$ cat src/rtl/gcd_pkg.sv
// Shared definitions for the GCD front-end: feeder FSM state encoding and default datapath width.
package gcd_pkg;

    localparam int GCD_WIDTH = 8;

    typedef enum logic [1:0] {
        IDLE  = 2'd0,
        ISSUE = 2'd1,
        WAIT  = 2'd2
    } state_t;

endpackage

$ cat src/rtl/gcd_pair_fifo.sv
// Operand-pair FIFO: power-of-two depth, wrapping pointers, occupancy count with one extra bit.
module gcd_pair_fifo #(
    parameter int WIDTH = 8,
    parameter int DEPTH = 4
) (
    input  logic                     clk,
    input  logic                     rst,
    input  logic                     push,
    input  logic                     pop,
    input  logic [WIDTH-1:0]         push_a,
    input  logic [WIDTH-1:0]         push_b,
    output logic [WIDTH-1:0]         head_a,
    output logic [WIDTH-1:0]         head_b,
    output logic [$clog2(DEPTH):0]   count,
    output logic                     full,
    output logic                     empty
);

    localparam int PW = $clog2(DEPTH);
    localparam int CW = PW + 1;

    logic [2*WIDTH-1:0] mem [DEPTH];
    logic [PW-1:0]      wr_ptr_reg;
    logic [PW-1:0]      rd_ptr_reg;
    logic [CW-1:0]      count_reg;

    always_ff @(posedge clk) begin
        if (push) begin
            mem[wr_ptr_reg] <= {push_a, push_b};
        end
    end

    always_ff @(posedge clk) begin
        if (rst) begin
            wr_ptr_reg <= '0;
            rd_ptr_reg <= '0;
            count_reg  <= '0;
        end else begin
            if (push) begin
                wr_ptr_reg <= wr_ptr_reg + PW'(1);
            end
            if (pop) begin
                rd_ptr_reg <= rd_ptr_reg + PW'(1);
            end
            case ({push, pop})
                2'b10:   count_reg <= count_reg + CW'(1);
                2'b01:   count_reg <= count_reg - CW'(1);
                default: count_reg <= count_reg;
            endcase
        end
    end

    // Head is read combinationally; the feeder's operand registers capture it at the pop edge.
    assign {head_a, head_b} = mem[rd_ptr_reg];
    assign count = count_reg;
    assign full  = (count_reg == CW'(DEPTH));
    assign empty = (count_reg == '0);

endmodule

$ cat src/rtl/gcd_operand_feeder.sv
// Buffers operand pairs and issues them one at a time to the GCD core with a watchdog.
// Define GCD_FEEDER_SWAP_EN to present the larger operand on core_a at load time.
module gcd_operand_feeder
    import gcd_pkg::*;
#(
    parameter int WIDTH   = GCD_WIDTH,
    parameter int DEPTH   = 4,
    parameter int TIMEOUT = 1024
) (
    input  logic                   clk,
    input  logic                   rst,
    input  logic                   in_valid,
    output logic                   in_ready,
    input  logic [WIDTH-1:0]       in_a,
    input  logic [WIDTH-1:0]       in_b,
    output logic                   core_start,
    output logic [WIDTH-1:0]       core_a,
    output logic [WIDTH-1:0]       core_b,
    input  logic                   core_done,
    output logic                   busy,
    output logic [$clog2(DEPTH):0] count,
    output logic                   timeout_err
);

    localparam int WDW = $clog2(TIMEOUT);

    state_t           state_reg;
    state_t           state_next;
    logic [WDW-1:0]   wd_reg;
    logic [WIDTH-1:0] core_a_reg;
    logic [WIDTH-1:0] core_b_reg;
    logic [WIDTH-1:0] head_a;
    logic [WIDTH-1:0] head_b;
    logic [WIDTH-1:0] load_a;
    logic [WIDTH-1:0] load_b;
    logic             fifo_full;
    logic             fifo_empty;
    logic             push;
    logic             pop;
    logic             timeout_hit;
    logic             wd_expired;

    assign in_ready = !fifo_full && !rst;
    assign push     = in_valid && in_ready;

    gcd_pair_fifo #(
        .WIDTH(WIDTH),
        .DEPTH(DEPTH)
    ) u_fifo (
        .clk    (clk),
        .rst    (rst),
        .push   (push),
        .pop    (pop),
        .push_a (in_a),
        .push_b (in_b),
        .head_a (head_a),
        .head_b (head_b),
        .count  (count),
        .full   (fifo_full),
        .empty  (fifo_empty)
    );

`ifdef GCD_FEEDER_SWAP_EN
    assign load_a = (head_a < head_b) ? head_b : head_a;
    assign load_b = (head_a < head_b) ? head_a : head_b;
`else
    assign load_a = head_a;
    assign load_b = head_b;
`endif

    assign wd_expired = (wd_reg == WDW'(TIMEOUT - 1));

    always_comb begin
        state_next  = state_reg;
        pop         = 1'b0;
        timeout_hit = 1'b0;
        case (state_reg)
            IDLE: begin
                if (!fifo_empty) begin
                    pop        = 1'b1;
                    state_next = ISSUE;
                end
            end
            ISSUE: state_next = WAIT;
            WAIT: begin
                // A done arriving on the expiry cycle takes priority over the watchdog.
                if (core_done) begin
                    state_next = IDLE;
                end else if (wd_expired) begin
                    timeout_hit = 1'b1;
                    state_next  = IDLE;
                end
            end
            default: state_next = IDLE;
        endcase
    end

    always_ff @(posedge clk) begin
        if (rst) begin
            state_reg  <= IDLE;
            wd_reg     <= '0;
            core_a_reg <= '0;
            core_b_reg <= '0;
        end else begin
            state_reg <= state_next;
            if (state_reg == ISSUE) begin
                wd_reg <= '0;
            end else if (state_reg == WAIT) begin
                wd_reg <= wd_reg + WDW'(1);
            end
            if (pop) begin
                core_a_reg <= load_a;
                core_b_reg <= load_b;
            end
        end
    end

    assign core_start  = (state_reg == ISSUE) && !rst;
    assign timeout_err = timeout_hit && !rst;
    assign busy        = (state_reg != IDLE);
    assign core_a      = core_a_reg;
    assign core_b      = core_b_reg;

endmodule

$ cat config.mk
export PLATFORM = sky130hd
export DESIGN_NAME = gcd_operand_feeder
export DESIGN_NICKNAME = d
export VERILOG_FILES = /design/src/rtl/gcd_pkg.sv /design/src/rtl/gcd_pair_fifo.sv /design/src/rtl/gcd_operand_feeder.sv
export SDC_FILE = /design/constraint.sdc
export NUM_CORES = 1
export LEC_CHECK = 0
export ABC_AREA = 0
export CAP_MARGIN = 10
export CORE_MARGIN = 2
export CORE_UTILIZATION = 60
export CTS_CLUSTER_SIZE = 16
export DETAILED_ROUTE_END_ITERATION = 12
export PLACE_DENSITY = 0.86
export SYNTH_ARGS = -nofsm -noshare
export SYNTH_HDL_FRONTEND = slang
export SYNTH_HIERARCHICAL = 1
export SYNTH_SLANG_ARGS = --single-unit
$ cat constraint.sdc
create_clock -name clk -period 4.1 [get_ports clk]
set_input_delay 1.025 -clock clk [delete_from_list [all_inputs] [get_ports clk]]
set_output_delay 1.025 -clock clk [all_outputs]
set_load 0.01 [all_outputs]
==> tab_implementation.tex, run 1 <==
\begin{tabular}{lr}
\hline
Metric & Value \\
\hline
\multicolumn{2}{l}{\textbf{Outcome}} \\
Result of the run & finished clean \\
\multicolumn{2}{l}{\textbf{CTS}} \\
Clock tree root buffer cell & sky130\_fd\_sc\_hd\_\_clkbuf\_8 \\
Buffers inserted during post-CTS setup optimization & 0 \\
Post-CTS Hold Fix Bufs & 0 \\
Clock slew at reported path FFs & 0.10 ns \\
Post-cts resize count & 0 \\
Num CTS Buffers & 9 \\
TritonCTS clock tree & done \\
Sinks on the clock net & 101 \\
Clock buffer depth & 2 \\
Clock latency on the worst-skew pair & 0.36 ns \\
Number of H-tree levels & 3 \\
\multicolumn{2}{l}{\textbf{Timing}} \\
Worst max-slew margin expressed relative to the limit & 33.8\% \\
Upper clock frequency limit & 280 MHz \\
Final setup viols & 0 \\
Count of final max-slew check failures & 0 \\
Clock period minus final worst setup slack & 3.57 ns \\
Final sum of negative setup slack & 0 ns \\
Transition time of the tightest slew-check pin & 0.992 ns \\
Setup repair after global routing missed its margin & false \\
Final hold violation count & 0 \\
Worst clock skew & 0.00898 ns \\
Fin crit share & 87.1\% \\
\multicolumn{2}{l}{\textbf{Floorplanning}} \\
Die height & 85.6 um \\
Area inside the core boundary & 6390 um2 \\
I/O pins & 43 \\
Die width & 85.6 um \\
Die Outline Area & 7330 um2 \\
Initial standard-cell utilization of the core & 62.6\% \\
\# rows & 29 \\
\multicolumn{2}{l}{\textbf{Drt}} \\
Remaining number of nets flagged by the antenna check after routing & 0 \\
Vias/cell & 5.74 \\
Routed WL & 6.85 mm \\
Total via count after detailed routing & 2,256 \\
Pre-antenna DRT Iters & 4 \\
Number of DRC markers after the initial detailed-route iteration & 115 \\
Average detailed-routed wire length per instance & 17.4 um \\
DRC errors left & 0 \\
\multicolumn{2}{l}{\textbf{Global route}} \\
Via count of the first global-routing pass & 2,206 \\
Initial antenna violation count & 0 \\
Total global routing track utilization & 20.4\% \\
Largest net degree at the start of global routing & 30 \\
Wire length of the first global-routing pass & 11.0 mm \\
Total congestion overflow after global routing & 0 \\
\multicolumn{2}{l}{\textbf{Synthesis}} \\
Netlist cell types & 38 \\
Post-synthesis cell area & 4000 um2 \\
Share of synthesized registers carrying an async set or reset & 0\% \\
Number of synthesized register bits & 101 \\
Most used flip-flop cell after synthesis & sky130\_fd\_sc\_hd\_\_edfxtp\_1 \\
Share of the synthesized area in the top cell type & 48.1\% \\
Mean Syn Cell Area & 14.8 um2 \\
Sequential area share after synthesis & 66.6\% \\
Top post-synthesis cells by area & sky130\_fd\_sc\_hd\_\_edfxtp\_1 (48\%), sky130\_fd\_sc\_hd\_\_dfxtp\_1 (19\%), sky130\_fd\_sc\_hd\_\_mux4\_2 (5.6\%), sky130\_fd\_sc\_hd\_\_mux4\_1 (3.9\%), sky130\_fd\_sc\_hd\_\_nand2\_1 (3.4\%) \\
Leading post-synthesis cells by instance count & sky130\_fd\_sc\_hd\_\_edfxtp\_1 (64), sky130\_fd\_sc\_hd\_\_dfxtp\_1 (37), sky130\_fd\_sc\_hd\_\_nand2\_1 (36) \\
YS warnings & 6 \\
Post-synth EDFFs & 64 \\
Synthesized instance count & 270 \\
Leading cell type by number of instances after synthesis & sky130\_fd\_sc\_hd\_\_edfxtp\_1 \\
Cell accounting for the most synthesized area & sky130\_fd\_sc\_hd\_\_edfxtp\_1 \\
Number of nets produced by synthesis & 297 \\
\multicolumn{2}{l}{\textbf{Critical path}} \\
Critical path start-end classification & input port to output port \\
CP endpoint kind & output port \\
Max Fanout on Critical Path & 3 \\
Critical Path RT & 3.07 ns \\
Arrival time of data at the critical path endpoint & 2.54 ns \\
Sort of element at the start of the critical path & input port \\
\multicolumn{2}{l}{\textbf{Pwr}} \\
Highest ir drop seen on vdd & 0.395 mV \\
Cell area power density & 595 nW/um2 \\
Final Power & 0.00274 W \\
Leakage Power & 1.56 nW \\
\multicolumn{2}{l}{\textbf{Cells and area}} \\
Number of inserted filler cells in the final layout & 416 \\
Fraction of final layout cells sized beyond drive strength 1 & 12.7\% \\
Antenna Cells & 0 \\
Total number of nets in the final design & 338 \\
Flip-flop count of the largest register, all copies and words added & 64 \\
Layout area overhead & 15.0\% \\
\multicolumn{2}{l}{\textbf{Placed design}} \\
Port Buffers & 42 \\
Final Wtd Congestion & 0.773 \\
Placed wire-length estimate & 4.60 mm \\
\multicolumn{2}{l}{\textbf{Hold path}} \\
Worst Hold Class & register to register \\
\multicolumn{2}{l}{\textbf{Run}} \\
Max\_cap viols & 0 \\
\hline
\end{tabular}
[worst max-delay path: stages]
cell                              delay (ns)
sky130_fd_sc_hd__clkdlybuf4s50_1        0.46
sky130_fd_sc_hd__nor4b_1                0.35
sky130_fd_sc_hd__nor2b_1                0.17
sky130_fd_sc_hd__clkdlybuf4s50_1        0.53
[cells in the final DEF (no fill, tap or decap), types with 8 or more instances in the layout]
cell	count
sky130_fd_sc_hd__inv_1	8
sky130_fd_sc_hd__nor2_1	14
sky130_fd_sc_hd__clkbuf_8	9
sky130_fd_sc_hd__dfxtp_1	37
sky130_fd_sc_hd__a21oi_2	9
sky130_fd_sc_hd__clkdlybuf4s50_1	42
sky130_fd_sc_hd__a21oi_1	16
sky130_fd_sc_hd__edfxtp_1	64
sky130_fd_sc_hd__nand2_1	36
sky130_fd_sc_hd__mux4_2	10
[path summary, 6_finish.rpt]
check                                  start               to  slack [ns]  cells past startpoint
worst max-delay path                     rst      timeout_err        0.53                      4
worst min-delay path               core_b[4]        core_b[4]        0.46                      2
worst max register to register  state_reg[1]  u_fifo/count[2]        1.33                      8
worst min register to register     core_b[4]        core_b[4]        0.46                      2
[through the flow]
step	hold slack, ns	instance area, um2	setup WS (ns)	util (%)	instances
6_report	0.464	4600	0.530	72.0	393
5_1_grt	0.489	4600	0.358	72.0	393
4_1_cts	0.466	4600	0.512	72.0	393
3_5_place_dp	0.452	4410	0.463	69.0	377
3_3_place_gp	0.448	4410	0.530	69.0	377
2_1_floorplan	0.452	4000	1.49	-	270
[routing by layer]
layer  up-vias  GRT usage [%]  part of all wire (%)
met2        59           34.2                    52
met1      1109           25.4                    42
li1       1075              -                     -
met5         -              0                     0
met4         0           9.09                   2.0
met3        13           4.81                   4.0
[final cells by class]
class                      count  area (um2)  share of cell area [%]
multi-input combinational    147        1180                    25.8
timing repair buffer          43         428                    9.31
inverter                       9        38.8                   0.844
tap                           77        96.3                    2.10
clock buffer                   9         124                    2.70
sequential                   101        2660                    57.9
clock inverter                 7        62.6                    1.36
[where the power goes]
group          leakage, nW  switching (W)  total [W]  internal [W]
registers            0.883       0.000135    0.00134       0.00121
logic                0.574       0.000387   0.000797      0.000410
clock network       0.0988       0.000359   0.000595      0.000237
[logic make-up after synthesis]
group / after synthesis / synth area share [%]
fa+ha+maj: 7 / 2.38
simple gates: 79 / 9.83
flops: 101 / 66.6
xor+xnor: 7 / 1.53
compound gates: 36 / 5.79
buf+inv: 22 / 3.76
mux: 18 / 10.1
(Power assumes the default switching activity.)
==> run 2, diff against run 1 <==
PLACE_DENSITY = default   (was 0.86)
PLACE_DENSITY_LB_ADDON = 0.15   (was default)
==> run 2 against run 1 <==
Against the previous run:
- critical path type unchanged
- worst setup slack better by 0.062 ns
- largest cell class unchanged
- utilization up 0.24 points
- maximum frequency up 1.8%
- first-iteration DRC count down 20%
==> tab_implementation.tex, run 2 (synthesis results as in run 1) <==
\begin{tabular}{lr}
\hline
Metric & Value \\
\hline
\multicolumn{2}{l}{\textbf{Pwr}} \\
Switching part of the total & 31.6\% (-0.58 points) \\
Logic pwr share & 29.5\% (+0.4 points) \\
Highest ir drop seen on vdd & 0.356 mV (-9.7\%) \\
Internal Dissipation & 0.00185 W (-0.38\%) \\
Leakage Power & 1.55 nW (about the same) \\
Cell area power density & 586 nW/um2 (-1.5\%) \\
Relative contribution of the clock network to total power & 20.6\% (-1.2 points) \\
Relative contribution of sequential cells to total power & 49.9\% (+0.8 points) \\
Net switching power & 0.000855 W (-3.0\%) \\
\multicolumn{2}{l}{\textbf{Placed design}} \\
Setup WS pre-CTS & 0.502 ns (+0.0391 ns) \\
Placed wire-length estimate & 4.06 mm (-12\%) \\
Port Buffers & 42 (unchanged) \\
Final Wtd Congestion & 0.761 (-1.6\%) \\
\multicolumn{2}{l}{\textbf{CTS}} \\
Sinks on the clock net & 101 (unchanged) \\
Clock buffer depth & 2 (unchanged) \\
Clock slew at reported path FFs & 0.09 ns (about the same) \\
Num CTS Buffers & 9 (unchanged) \\
Buffers inserted during post-CTS setup optimization & 0 (unchanged) \\
Post-CTS Hold Fix Bufs & 0 (unchanged) \\
Post-cts resize count & 0 (unchanged) \\
Clock tree root buffer cell & sky130\_fd\_sc\_hd\_\_clkbuf\_8 \\
Clock latency on the worst-skew pair & 0.35 ns (about the same) \\
Number of H-tree levels & 3 (unchanged) \\
TritonCTS clock tree & done \\
\multicolumn{2}{l}{\textbf{Cells and area}} \\
Antenna Cells & 0 (unchanged) \\
Total number of nets in the final design & 341 (+0.89\%) \\
Flip-flop count of the largest register, all copies and words added & 64 (unchanged) \\
Fraction of the core area covered by cells at the end of the flow & 72.2\% (+0.24 points) \\
Most frequent cells in the layout & sky130\_fd\_sc\_hd\_\_edfxtp\_1 (64), sky130\_fd\_sc\_hd\_\_clkdlybuf4s50\_1 (42), sky130\_fd\_sc\_hd\_\_dfxtp\_1 (37), sky130\_fd\_sc\_hd\_\_nand2\_1 (36), sky130\_fd\_sc\_hd\_\_a21oi\_1 (16) \\
Layout area overhead & 15.4\% \\
Fraction of final layout cells sized beyond drive strength 1 & 13.2\% (+0.51 points) \\
Leading cell type in the layout, fill and taps excluded & sky130\_fd\_sc\_hd\_\_edfxtp\_1 \\
\multicolumn{2}{l}{\textbf{Timing}} \\
Count of final max-slew check failures & 0 (unchanged) \\
Fin crit share & 85.5\% (-1.5 points) \\
Post-route setup slack & 0.593 ns (+0.0624 ns) \\
Final setup viols & 0 (unchanged) \\
Transition time of the tightest slew-check pin & 1.06 ns (+0.0698 ns) \\
Clock period minus final worst setup slack & 3.51 ns (-0.0624 ns) \\
Final sum of negative setup slack & 0 ns (unchanged) \\
Upper clock frequency limit & 285 MHz (+1.8\%) \\
Worst max-slew margin expressed relative to the limit & 29.1\% (-4.7 points) \\
Worst clock skew & 0.00950 ns (+0.000526 ns) \\
Setup repair after global routing missed its margin & false \\
Final hold violation count & 0 (unchanged) \\
Worst hold margin & 0.458 ns (-0.00539 ns) \\
\multicolumn{2}{l}{\textbf{Critical path}} \\
Sort of element at the start of the critical path & input port \\
Endpoint of the lowest-slack register-to-register path & u\_fifo/count[2] \\
CP dominant cell by count & sky130\_fd\_sc\_hd\_\_clkdlybuf4s50\_1 \\
Slowest cell on crit path & sky130\_fd\_sc\_hd\_\_clkdlybuf4s50\_1 \\
Max Fanout on Critical Path & 30 (+27) \\
Critical path start-end classification & input port to output port \\
CP max stage delay & 0.49 ns (-0.04 ns) \\
Arrival time of data at the critical path endpoint & 2.48 ns (-0.06 ns) \\
Cell Chain, Critical Path & clkdlybuf4s50\_1 > buf\_4 > nor2\_1 > clkdlybuf4s50\_1 \\
Reg2reg path depth & 8 (unchanged) \\
CP endpoint kind & output port \\
Critical Path RT & 3.07 ns (about the same) \\
Register-to-register setup slack & 1.29 ns (-0.04 ns) \\
Reg2Reg Launch Point & state\_reg[1] \\
\multicolumn{2}{l}{\textbf{Outcome}} \\
Result of the run & finished clean \\
\multicolumn{2}{l}{\textbf{Drt}} \\
Number of DRC markers after the initial detailed-route iteration & 92 (-20\%) \\
Total via count after detailed routing & 2,227 (-1.3\%) \\
Pre-antenna DRT Iters & 4 (unchanged) \\
Average detailed-routed wire length per instance & 16.3 um (-6.6\%) \\
Remaining number of nets flagged by the antenna check after routing & 0 (unchanged) \\
Vias/cell & 5.62 (-2.0\%) \\
DRC errors left & 0 (unchanged) \\
Routed WL & 6.45 mm (-5.9\%) \\
\multicolumn{2}{l}{\textbf{Floorplanning}} \\
Die Outline Area & 7330 um2 (unchanged) \\
I/O pins & 43 (unchanged) \\
Initial standard-cell utilization of the core & 62.6\% (unchanged) \\
Die height & 85.6 um (unchanged) \\
\# rows & 29 (unchanged) \\
Area inside the core boundary & 6390 um2 (unchanged) \\
Die width & 85.6 um (unchanged) \\
\multicolumn{2}{l}{\textbf{Hold path}} \\
Hold path start & core\_b[0] \\
Capture endpoint of the worst hold path & core\_b[0] \\
Hold Crit Depth & 2 (unchanged) \\
Worst Hold Class & register to register \\
\multicolumn{2}{l}{\textbf{Global route}} \\
Largest net degree at the start of global routing & 31 (+3.3\%) \\
Total congestion overflow after global routing & 0 (unchanged) \\
Total global routing track utilization & 19.6\% (-0.78 points) \\
Wire length of the first global-routing pass & 10.8 mm (-2.6\%) \\
Initial antenna violation count & 0 (unchanged) \\
Via count of the first global-routing pass & 2,248 (+1.9\%) \\
\multicolumn{2}{l}{\textbf{Run}} \\
Max\_cap viols & 0 (unchanged) \\
\hline
\end{tabular}
==> run 2: cell types whose count changed in the layout (fill, tap and decap cells not counted) <==
cell,delta
sky130_fd_sc_hd__clkinv_2,-1
sky130_fd_sc_hd__inv_6,-2
sky130_fd_sc_hd__clkinvlp_4,+3
sky130_fd_sc_hd__inv_8,-1
sky130_fd_sc_hd__buf_4,+3
sky130_fd_sc_hd__clkbuf_1,+1
==> run 2: per-stage QoR <==
step / instance area, um2 / power [W] / instances
after detailed placement: 4430 / 0.00218 / 380
after global placement: 4430 / 0.00215 / 380
after global routing: 4610 / 0.00286 / 396
final: 4610 / 0.00270 / 396
after CTS: 4610 / 0.00274 / 396
after floorplan: 4000 / 0.00195 / 270
==> run 2: worst max-delay path, delay by kind of cell <==
kind / cells / cell delay (ns)
buffers and inverters: 3 / 1.33
AND/OR/NAND/NOR: 1 / 0.12
==> run 2: routing by layer <==
| layer | vias to the layer above | routed length, um | GRT usage [%] |
|---|---|---|---|
| li1 | 1080 | - | - |
| met1 | 1082 | 2960 | 25.3 |
| met2 | 55 | 3130 | 32.0 |
| met3 | 10 | 288 | 6.06 |
| met4 | 0 | 75 | 6.35 |
| met5 | - | 0 | 0 |
==> run 2: area by class of cell <==
cell class / instances / area (um2)
fill: 443 / 1780
multi-input combinational: 147 / 1180
clock buffer: 10 / 128
clock inverter: 6 / 51.3
inverter: 9 / 38.8
timing repair buffer: 46 / 450
sequential: 101 / 2660
tap: 77 / 96.3
==> run 2: worst max-delay path by stage <==
stage	start	to	slack, ns	cells past startpoint
floorplan	core_done	timeout_err	1.49	2
global placement	rst	u_fifo/count[2]	0.56	11
detailed placement	rst	u_fifo/count[2]	0.50	11
CTS	rst	core_start	0.57	4
global route	rst	timeout_err	0.48	4
finish	rst	core_start	0.59	4
==> run 2: power groups by stage <==
| stage | sequential (W) | clock, W | combinational [W] |
|---|---|---|---|
| final | 0.00135 | 0.000557 | 0.000797 |
| after global routing | 0.00137 | 0.000611 | 0.000879 |
| after CTS | 0.00135 | 0.000575 | 0.000809 |
| after detailed placement | 0.00137 | 0 | 0.000802 |
| after global placement | 0.00137 | 0 | 0.000783 |
| after floorplan | 0.00132 | 0 | 0.000627 |
==> run 3, diff against run 2 <==
GPL_ROUTABILITY_DRIVEN = 0   (was default)
PLACE_DENSITY_LB_ADDON = 0.25   (was 0.15)
==> run 3 against run 2 <==
Against the previous run:
- combinational power decreased by 0.6%
- die area unchanged
- critical path depth unchanged
- sequential power about the same
- cell count decreased by 0.76%
- critical path type unchanged
==> tab_implementation.tex, run 3 (synthesis results as in run 1) <==
\begin{tabular}{lr}
\hline
Metric & Value \\
\hline
\multicolumn{2}{l}{\textbf{Outcome}} \\
Result of the run & finished clean \\
\multicolumn{2}{l}{\textbf{Drt}} \\
Remaining number of nets flagged by the antenna check after routing & 0 (unchanged) \\
Average detailed-routed wire length per instance & 17.2 um (+5.5\%) \\
Total via count after detailed routing & 2,251 (+1.1\%) \\
Vias/cell & 5.73 (+1.8\%) \\
Pre-antenna DRT Iters & 4 (unchanged) \\
DRC errors left & 0 (unchanged) \\
Routed WL & 6.75 mm (+4.7\%) \\
Number of DRC markers after the initial detailed-route iteration & 133 (+45\%) \\
\multicolumn{2}{l}{\textbf{Pwr}} \\
Relative contribution of the clock network to total power & 23.0\% (+2.4 points) \\
Highest ir drop seen on vdd & 0.453 mV (+27\%) \\
Relative contribution of sequential cells to total power & 48.5\% (-1.4 points) \\
Internal Dissipation & 0.00191 W (+3.4\%) \\
Logic pwr share & 28.5\% (-1.0 points) \\
Leakage Power & 1.56 nW (+0.40\%) \\
Final Power & 0.00278 W (+2.9\%) \\
Net switching power & 0.000869 W (+1.7\%) \\
Switching part of the total & 31.3\% (-0.36 points) \\
Cell area power density & 602 nW/um2 (+2.8\%) \\
\multicolumn{2}{l}{\textbf{Global route}} \\
Wire length of the first global-routing pass & 11.1 mm (+2.9\%) \\
Via count of the first global-routing pass & 2,180 (-3.0\%) \\
Total global routing track utilization & 20.5\% (+0.92 points) \\
Largest net degree at the start of global routing & 31 (unchanged) \\
Initial antenna violation count & 0 (unchanged) \\
Total congestion overflow after global routing & 0 (unchanged) \\
\multicolumn{2}{l}{\textbf{Floorplanning}} \\
I/O pins & 43 (unchanged) \\
Die Outline Area & 7330 um2 (unchanged) \\
\# rows & 29 (unchanged) \\
Die height & 85.6 um (unchanged) \\
Initial standard-cell utilization of the core & 62.6\% (unchanged) \\
Area inside the core boundary & 6390 um2 (unchanged) \\
Die width & 85.6 um (unchanged) \\
\multicolumn{2}{l}{\textbf{Critical path}} \\
Critical path start-end classification & input port to output port \\
Max Fanout on Critical Path & 30 (unchanged) \\
Critical Path RT & 3.07 ns (about the same) \\
Register-to-register setup slack & 1.31 ns (+0.02 ns) \\
Arrival time of data at the critical path endpoint & 2.48 ns (about the same) \\
CP endpoint kind & output port \\
Reg2Reg Launch Point & state\_reg[1] \\
Endpoint of the lowest-slack register-to-register path & u\_fifo/count[2] \\
Sort of element at the start of the critical path & input port \\
Reg2reg path depth & 8 (unchanged) \\
\multicolumn{2}{l}{\textbf{Cells and area}} \\
Number of standard cells in the final layout excluding fillers & 393 (-0.76\%) \\
Final instance area & 4610 um2 (about the same) \\
Antenna Cells & 0 (unchanged) \\
Total number of nets in the final design & 338 (-0.88\%) \\
Flip-flop count of the largest register, all copies and words added & 64 (unchanged) \\
Leading cell type in the layout, fill and taps excluded & sky130\_fd\_sc\_hd\_\_edfxtp\_1 \\
Layout area overhead & 15.4\% (about the same) \\
Most frequent cells in the layout & sky130\_fd\_sc\_hd\_\_edfxtp\_1 (64), sky130\_fd\_sc\_hd\_\_clkdlybuf4s50\_1 (42), sky130\_fd\_sc\_hd\_\_dfxtp\_1 (37), sky130\_fd\_sc\_hd\_\_nand2\_1 (36), sky130\_fd\_sc\_hd\_\_a21oi\_1 (16) \\
Fraction of final layout cells sized beyond drive strength 1 & 12.3\% (-0.82 points) \\
\multicolumn{2}{l}{\textbf{Hold path}} \\
Worst Hold Class & register to register \\
Hold path start & core\_b[4] \\
Hold Crit Depth & 2 (unchanged) \\
Capture endpoint of the worst hold path & core\_b[4] \\
\multicolumn{2}{l}{\textbf{CTS}} \\
Clock slew at reported path FFs & 0.09 ns (about the same) \\
Clock latency on the worst-skew pair & 0.37 ns (+0.02 ns) \\
Clock tree root buffer cell & sky130\_fd\_sc\_hd\_\_clkbuf\_8 \\
Clock buffer depth & 2 (unchanged) \\
Buffers inserted during post-CTS setup optimization & 0 (unchanged) \\
Number of H-tree levels & 3 (unchanged) \\
Post-CTS Hold Fix Bufs & 0 (unchanged) \\
Post-cts resize count & 0 (unchanged) \\
Sinks on the clock net & 101 (unchanged) \\
TritonCTS clock tree & done \\
Num CTS Buffers & 9 (unchanged) \\
\multicolumn{2}{l}{\textbf{Placed design}} \\
Port Buffers & 42 (unchanged) \\
Area after DPL & 4410 um2 (-0.51\%) \\
Placed wire-length estimate & 4.21 mm (+3.8\%) \\
DP Cell Count & 377 (-0.79\%) \\
\multicolumn{2}{l}{\textbf{Run}} \\
Max\_cap viols & 0 (unchanged) \\
\multicolumn{2}{l}{\textbf{Timing}} \\
Upper clock frequency limit & 285 MHz (about the same) \\
Final setup viols & 0 (unchanged) \\
Clock period minus final worst setup slack & 3.51 ns (+0.00218 ns) \\
Worst max-slew margin expressed relative to the limit & 34.0\% (+4.8 points) \\
Fin crit share & 85.6\% (about the same) \\
Final sum of negative setup slack & 0 ns (unchanged) \\
Count of final max-slew check failures & 0 (unchanged) \\
Setup repair after global routing missed its margin & false \\
Worst clock skew & 0.0129 ns (+0.00339 ns) \\
Final hold violation count & 0 (unchanged) \\
Transition time of the tightest slew-check pin & 0.989 ns (-0.0720 ns) \\
\hline
\end{tabular}
[run 3: cell type report]
class,instances,area [um2]
clock buffer,10,128
clock inverter,6,76.3
fill,416,1770
inverter,9,38.8
multi-input combinational,147,1180
sequential,101,2660
tap,77,96.3
timing repair buffer,43,428
[run 3: worst max-delay path, cell delays in order]
cell and delay (ns):
sky130_fd_sc_hd__clkdlybuf4s50_1 0.49, sky130_fd_sc_hd__buf_4 0.36, sky130_fd_sc_hd__nor2_1 0.11, sky130_fd_sc_hd__clkdlybuf4s50_1 0.49
[run 3: worst max path at each step]
stage              start         endpoint  slack (ns)  cells past startpoint
2_1_floorplan  core_done      timeout_err        1.49                      2
4_1_cts              rst      timeout_err        0.56                      4
5_1_grt              rst      timeout_err        0.44                      4
3_3_place_gp         rst  u_fifo/count[2]        0.54                     11
3_5_place_dp         rst  u_fifo/count[2]        0.46                     11
6_report             rst       core_start        0.59                      4
[run 3: metrics by stage]
| step | util [%] | hold slack (ns) | setup slack (ns) |
|---|---|---|---|
| final | 72.2 | 0.460 | 0.591 |
| after global routing | 72.2 | 0.486 | 0.438 |
| after CTS | 72.2 | 0.466 | 0.563 |
| after detailed placement | 69.0 | 0.453 | 0.462 |
| after global placement | 69.0 | 0.443 | 0.538 |
| after floorplan | - | 0.452 | 1.49 |
[run 3: metal layers]
layer / vias to the layer above / global-route usage [%] / part of all wire (%)
met2: 60 / 32.2 / 50
met3: 8 / 7.60 / 5.1
met4: 0 / 7.22 / 1.3
li1: 1077 / - / -
met5: - / 0 / 0
met1: 1106 / 26.5 / 44
[run 3: power by group through the flow]
| stage | Combinational [W] | Clock, W | Sequential, W |
|---|---|---|---|
| 6_report | 0.000792 | 0.000639 | 0.00135 |
| 5_1_grt | 0.000884 | 0.000694 | 0.00137 |
| 4_1_cts | 0.000802 | 0.000650 | 0.00135 |
| 3_5_place_dp | 0.000800 | 0 | 0.00137 |
| 3_3_place_gp | 0.000779 | 0 | 0.00137 |
| 2_1_floorplan | 0.000627 | 0 | 0.00132 |
